<file path="config.mk">
export PLATFORM = sky130hd
export DESIGN_NAME = hazard_ctl_unit
export DESIGN_NICKNAME = d
export VERILOG_FILES = /design/src/rtl/hazard_ctl_unit_pkg.sv /design/src/rtl/hazard_slot.sv /design/src/rtl/hazard_ctl_unit.sv
export SDC_FILE = /design/constraint.sdc
export NUM_CORES = 1
export LEC_CHECK = 0
export CORE_AREA = 2 2 67 69
export DETAILED_ROUTE_END_ITERATION = 8
export DIE_AREA = 0 0 69 71
export PLACE_DENSITY = 0.83
export SLEW_MARGIN = 30
export SYNTH_ARGS = -nofsm -noshare
export SYNTH_HDL_FRONTEND = slang
export SYNTH_SLANG_ARGS = --single-unit
export TNS_END_PERCENT = 5
</file>
<file path="constraint.sdc">
create_clock -name clk -period 5.5 [get_ports clk]
set_input_delay 0.55 -clock clk [delete_from_list [all_inputs] [get_ports clk]]
set_output_delay 0.55 -clock clk [all_outputs]
set_load 0.005 [all_outputs]
</file>
<file path="src/rtl/hazard_ctl_unit_pkg.sv">
// Shared constants for the hazard/forwarding controller.
//   Bypass select encodings, canonical result latencies and the NOP word
//   used when a bubble is pushed into X.
package hazard_ctl_unit_pkg;
  localparam int          BYP_NONE = 0;   // operand from regfile
  localparam int          BYP_MX   = 1;   // forward from the M-stage result
  localparam int          BYP_WX   = 2;   // forward from the W-stage result
  localparam int          LAT_ALU  = 1;
  localparam int          LAT_LOAD = 2;
  localparam logic [31:0] NOP      = 32'h0000_0013;  // addi x0,x0,0
endpackage

</file>
<file path="src/rtl/hazard_slot.sv">
// One scoreboard slot: destination register, write enable and result latency
// of the instruction that sits in one stage after decode.
//   clk, rst_n : clock, async active-low clear
//   en         : shift enable (low = hold contents)
//   in_*       : entry arriving from the younger slot (or from decode)
//   valid/rd/wen/lat : current entry
module hazard_slot #(
  parameter int REG_AW = 5,
  parameter int LAT_W  = 2
) (
  input  logic              clk,
  input  logic              rst_n,
  input  logic              en,
  input  logic              in_valid,
  input  logic [REG_AW-1:0] in_rd,
  input  logic              in_wen,
  input  logic [LAT_W-1:0]  in_lat,
  output logic              valid,
  output logic [REG_AW-1:0] rd,
  output logic              wen,
  output logic [LAT_W-1:0]  lat
);
  always_ff @(posedge clk or negedge rst_n) begin
    if (!rst_n) begin
      valid <= 1'b0;
      rd    <= '0;
      wen   <= 1'b0;
      lat   <= '0;
    end else if (en) begin
      valid <= in_valid;
      rd    <= in_rd;
      wen   <= in_wen;
      lat   <= in_lat;
    end
  end
endmodule

</file>
<file path="src/rtl/hazard_ctl_unit.sv">
// Hazard and forwarding controller for the in-order pipeline.
// Tracks destination registers of in-flight instructions in a shift chain of
// NUM_SLOTS slots (slot 1 = X), stalls decode on unresolvable RAW hazards and
// registers per-operand bypass selects for the instruction entering X.
//   clk, rst_n        : clock, async active-low reset
//   hold              : global freeze of slots, selects and counters
//   d_*               : decode instruction fields
//   kill_dx           : taken branch/jump in X squashes D
//   stall, bubble_x   : combinational decode stall / X bubble
//   rs1_byp_x, rs2_byp_x : registered bypass selects (0 = regfile, k = slot k+1)
//   stall_cnt, flush_cnt : perf counters, present only with HAZARD_PERF_CNT_EN
module hazard_ctl_unit
  import hazard_ctl_unit_pkg::*;
#(
  parameter int NUM_SLOTS = 3,
  parameter int REG_AW    = 5,
  parameter int LAT_W     = 2,
  parameter int BYP_W     = 2
) (
  input  logic              clk,
  input  logic              rst_n,
  input  logic              hold,
  input  logic              d_valid,
  input  logic [REG_AW-1:0] d_rs1,
  input  logic [REG_AW-1:0] d_rs2,
  input  logic              d_rs1_used,
  input  logic              d_rs2_used,
  input  logic [REG_AW-1:0] d_rd,
  input  logic              d_wen,
  input  logic [LAT_W-1:0]  d_lat,
  input  logic              kill_dx,
  output logic              stall,
  output logic              bubble_x,
  output logic [BYP_W-1:0]  rs1_byp_x,
  output logic [BYP_W-1:0]  rs2_byp_x,
  output logic [31:0]       stall_cnt,
  output logic [31:0]       flush_cnt
);
  // index g holds slot g+1
  logic [NUM_SLOTS-1:0]             s_valid, s_wen, in_valid, in_wen;
  logic [NUM_SLOTS-1:0][REG_AW-1:0] s_rd, in_rd;
  logic [NUM_SLOTS-1:0][LAT_W-1:0]  s_lat, in_lat;

  logic [1:0][REG_AW-1:0] src;
  logic [1:0]             used, unres;
  logic [1:0][BYP_W-1:0]  sel;

  assign src  = {d_rs2, d_rs1};
  assign used = {d_rs2_used, d_rs1_used};

  // Scan oldest to youngest so the youngest match has the last word.
  // A match in the last slot is covered by the write-through regfile.
  always_comb begin
    unres = '0;
    sel   = '0;
    for (int s = 0; s < 2; s++) begin
      for (int j = NUM_SLOTS; j >= 1; j--) begin
        if (used[s] && s_valid[j-1] && s_wen[j-1] &&
            s_rd[j-1] != '0 && s_rd[j-1] == src[s]) begin
          if (j < NUM_SLOTS) begin
            sel[s]   = BYP_W'(j);
            unres[s] = int'(s_lat[j-1]) > j;
          end else begin
            sel[s]   = BYP_W'(BYP_NONE);
            unres[s] = 1'b0;
          end
        end
      end
    end
  end

  assign stall    = d_valid & ~kill_dx & (|unres);
  assign bubble_x = stall | kill_dx | ~d_valid;

  assign in_valid[0] = ~bubble_x;
  assign in_rd[0]    = d_rd;
  assign in_wen[0]   = d_wen;
  assign in_lat[0]   = d_lat;

  for (genvar g = 0; g < NUM_SLOTS; g++) begin : g_slot
    if (g > 0) begin : g_chain
      assign in_valid[g] = s_valid[g-1];
      assign in_rd[g]    = s_rd[g-1];
      assign in_wen[g]   = s_wen[g-1];
      assign in_lat[g]   = s_lat[g-1];
    end
    hazard_slot #(.REG_AW(REG_AW), .LAT_W(LAT_W)) u_slot (
      .clk      (clk),
      .rst_n    (rst_n),
      .en       (~hold),
      .in_valid (in_valid[g]),
      .in_rd    (in_rd[g]),
      .in_wen   (in_wen[g]),
      .in_lat   (in_lat[g]),
      .valid    (s_valid[g]),
      .rd       (s_rd[g]),
      .wen      (s_wen[g]),
      .lat      (s_lat[g])
    );
  end

  always_ff @(posedge clk or negedge rst_n) begin
    if (!rst_n) begin
      rs1_byp_x <= '0;
      rs2_byp_x <= '0;
    end else if (!hold) begin
      rs1_byp_x <= bubble_x ? '0 : sel[0];
      rs2_byp_x <= bubble_x ? '0 : sel[1];
    end
  end

`ifdef HAZARD_PERF_CNT_EN
  always_ff @(posedge clk or negedge rst_n) begin
    if (!rst_n) begin
      stall_cnt <= '0;
      flush_cnt <= '0;
    end else if (!hold) begin
      if (stall && stall_cnt != 32'hFFFF_FFFF)
        stall_cnt <= stall_cnt + 32'd1;
      if (kill_dx && d_valid && flush_cnt != 32'hFFFF_FFFF)
        flush_cnt <= flush_cnt + 32'd1;
    end
  end
`else
  assign stall_cnt = 32'd0;
  assign flush_cnt = 32'd0;
`endif
endmodule

</file>
==> results.cfg <==
[flow_run]
max-cap-violations = 0

[floorplan]
rows = 24
start_util_pct = 39.0
die_h_um = 71
die_x_um = 69
core_sq_um = 4200
dieArea_sq_um = 4900
num_io_pins = 95

[yosys]
yosys.area_share.simple_pct = 9.77
yosysTopAreaCell = dfrtp_1
synth_top_family_by_area = buffers and inverters
synth_common_cells = buf_4, dfrtp_1, mux2_2
ys_ff_latch = 22
synthCells = 158
synth_compound_area_share_pct = 4.27
synth_warnings = 0
synthTopCellsByArea = dfrtp_1, buf_4, mux2_2
synthDominantCellAreaShare_pct = 33.6
synth_xor_area_share_pct = 10.7
synth_fa_ha_area_share_pct = 0
avgSynthCellArea_sq_um = 10.4
synthArstFlopShare_pct = 100
synth_area_sq_um = 1640
yosysSeqAreaShare_pct = 33.6
yosysMostFrequentCell = buf_4
netlist-cell-type-count = 30
synthMuxAreaShare_pct = 11.7
synth_ff_type = dfrtp_1
synth-edff-count = 0

[cts]
numClockSinks = 22
root_buffer = clkbuf_8
cts_made_buffers = 3
cts_tree = done
ctsHoldBuffers = 0
clk_latency_ps = 260
cts_setup_buffers = 0
cts_max_level = 1
clk_path_buf_depth = 2
clk_pin_slew_ps = 80
ctsResizeCount = 0

[setup_path]
startpoint_type = flip-flop
cp.arrival_ps = 2780
cpPeakStageDelay_ps = 530
critPathTopFamily = simple AND/OR/NAND/NOR gates
r2r_cells = 6
required_ps = 4950
rrSetupSlack_ps = 3310
crit_buf_inv = 1
crit_chain = or3_1, o311a_1, and4_4, nor4_4, o21bai_2, a21oi_1, clkdlybuf4s50_1
critPathSlowestCell = clkdlybuf4s50_1
cp_max_fo = 5
rr_endpoint = rs1_byp_x[0]
critPathKind = flip-flop to output port
crit_cells = 7
critPathCaptureType = output port
reg2reg_from = g_slot[0].u_slot.rd[1]

[sta]
slew_violations = 0
clock-skew-final_ps = 6.60
max_freq_ghz = 0.300
finalSetupViolCount = 0
period_share_pct = 60.6
fin_crit_ps = 3330
tns_ps = 0
finalHoldViolCount = 0
worst_pin_slew_ps = 906
grt_setup_unrepaired = no
relSlewSlack_pct = 39.4

[cells_and_area]
drive_gt1_share_pct = 14.3
diodes = 0
fillCellCount = 414
finalNetCount = 215
synthToLayoutAreaGrowth_pct = 11.0
post-route-util_pct = 43.3

[global_routing]
antenna_found_initial = 0
overflow = 0
grt_pass1_vias = 910
grt_max_degree = 24
track_usage_pct = 10.3
grt_pass1_wl_um = 4070

[drt]
vias_per_cell = 4.22
wire_per_inst_um = 11.1
drt_iter0_markers = 10
drc_errors = 0
drt_pass1_iterations = 4
vias = 1017
ant_nets = 0
wirelength_um = 2680

[place]
port_buffers = 30
hpwl_um = 2200
gp_congestion = 0.826

[status]
status = finished, final reports clean

[worst_hold_path]
hold_path.class = input pin to asynchronous set/reset pin

[power_and_ir_drop]
ir_drop_uv = 92.4
finalPower_w = 0.000426
p_per_area_nw_per_um2 = 234
p_leak_nw = 0.828
==> worst reg2reg max path: stages (launching register included) <==
cell and delay, ps:
dfrtp_1 450, or3_1 380, o311a_1 330, and4_4 210
nor4_4 310, o21bai_2 140, a32o_1 260
==> power by group <==
group | switching (W) | leakage, nW | internal [W]
Combinational | 0.0000365 | 0.523 | 0.0000455
Sequential | 0.0000194 | 0.269 | 0.000178
Clock | 0.0000501 | 0.0357 | 0.0000971
==> metal layers <==
metal | global-route usage [%] | share of wire, %
met1 | 11.2 | 38
met2 | 19.8 | 54
met3 | 2.28 | 6.8
met4 | 3.49 | 0.52
met5 | 0 | 0
==> flip-flops by register name, indices dropped and copies added, names as in the netlist <==
name and cells:
g_slot.u_slot.rd 10, g_slot.u_slot.lat 4, g_slot.u_slot.valid 2, g_slot.u_slot.wen 2, rs1_byp_x 2, rs2_byp_x 2
==> area by class of cell <==
cell class | instances | area (sq um) | share of cell area (%)
tap | 52 | 65.1 | 3.58
sequential | 22 | 551 | 30.3
clock buffer | 3 | 41.3 | 2.27
timing repair buffer | 30 | 295 | 16.2
multi-input combinational | 133 | 837 | 46.0
clock inverter | 1 | 30.0 | 1.65
==> stage by stage <==
stage               worst slack, ps  cell area (sq um)  hold slack (ps)  std cells
floorplan                      3130               1880              254        221
global placement               2320               1750              465        237
detailed placement             2290               1750              470        237
CTS                            2170               1820              486        241
global route                   2030               1820              273        241
finish                         2170               1820              230        241
==> how the worst max path moves through the flow <==
| stage | start | to | slack, ps |
|---|---|---|---|
| final | g_slot[0].u_slot.rd[1] | stall | 2170 |
| after global placement | d_rs1[1] | stall | 2320 |
| after floorplan | g_slot[0].u_slot.rd[1] | stall | 3130 |
| after global routing | g_slot[0].u_slot.rd[1] | stall | 2030 |
| after detailed placement | d_rs1[0] | stall | 2290 |
| after CTS | g_slot[0].u_slot.rd[1] | stall | 2170 |
==> cell usage in the layout (no fill, tap or decap), drive strengths merged, types with 3 or more instances in the layout <==
master	count
conb	64
xor2	12
nand4	3
nand2	6
clkdlybuf4s50	29
nor4	4
xnor2	8
mux2	17
dfrtp	22
clkbuf	3
==> cells by family (layout without fill, tap and decap cells) <==
group	count (synthesis)	in the layout
AO/OA/AOI/OAI	8	8
buffers and inverters	66	34
other	1	64
XOR/XNOR	20	20
AND/OR/NAND/NOR	24	24
flip-flops	22	22
multiplexers	17	17
(Power assumes the default switching activity.)
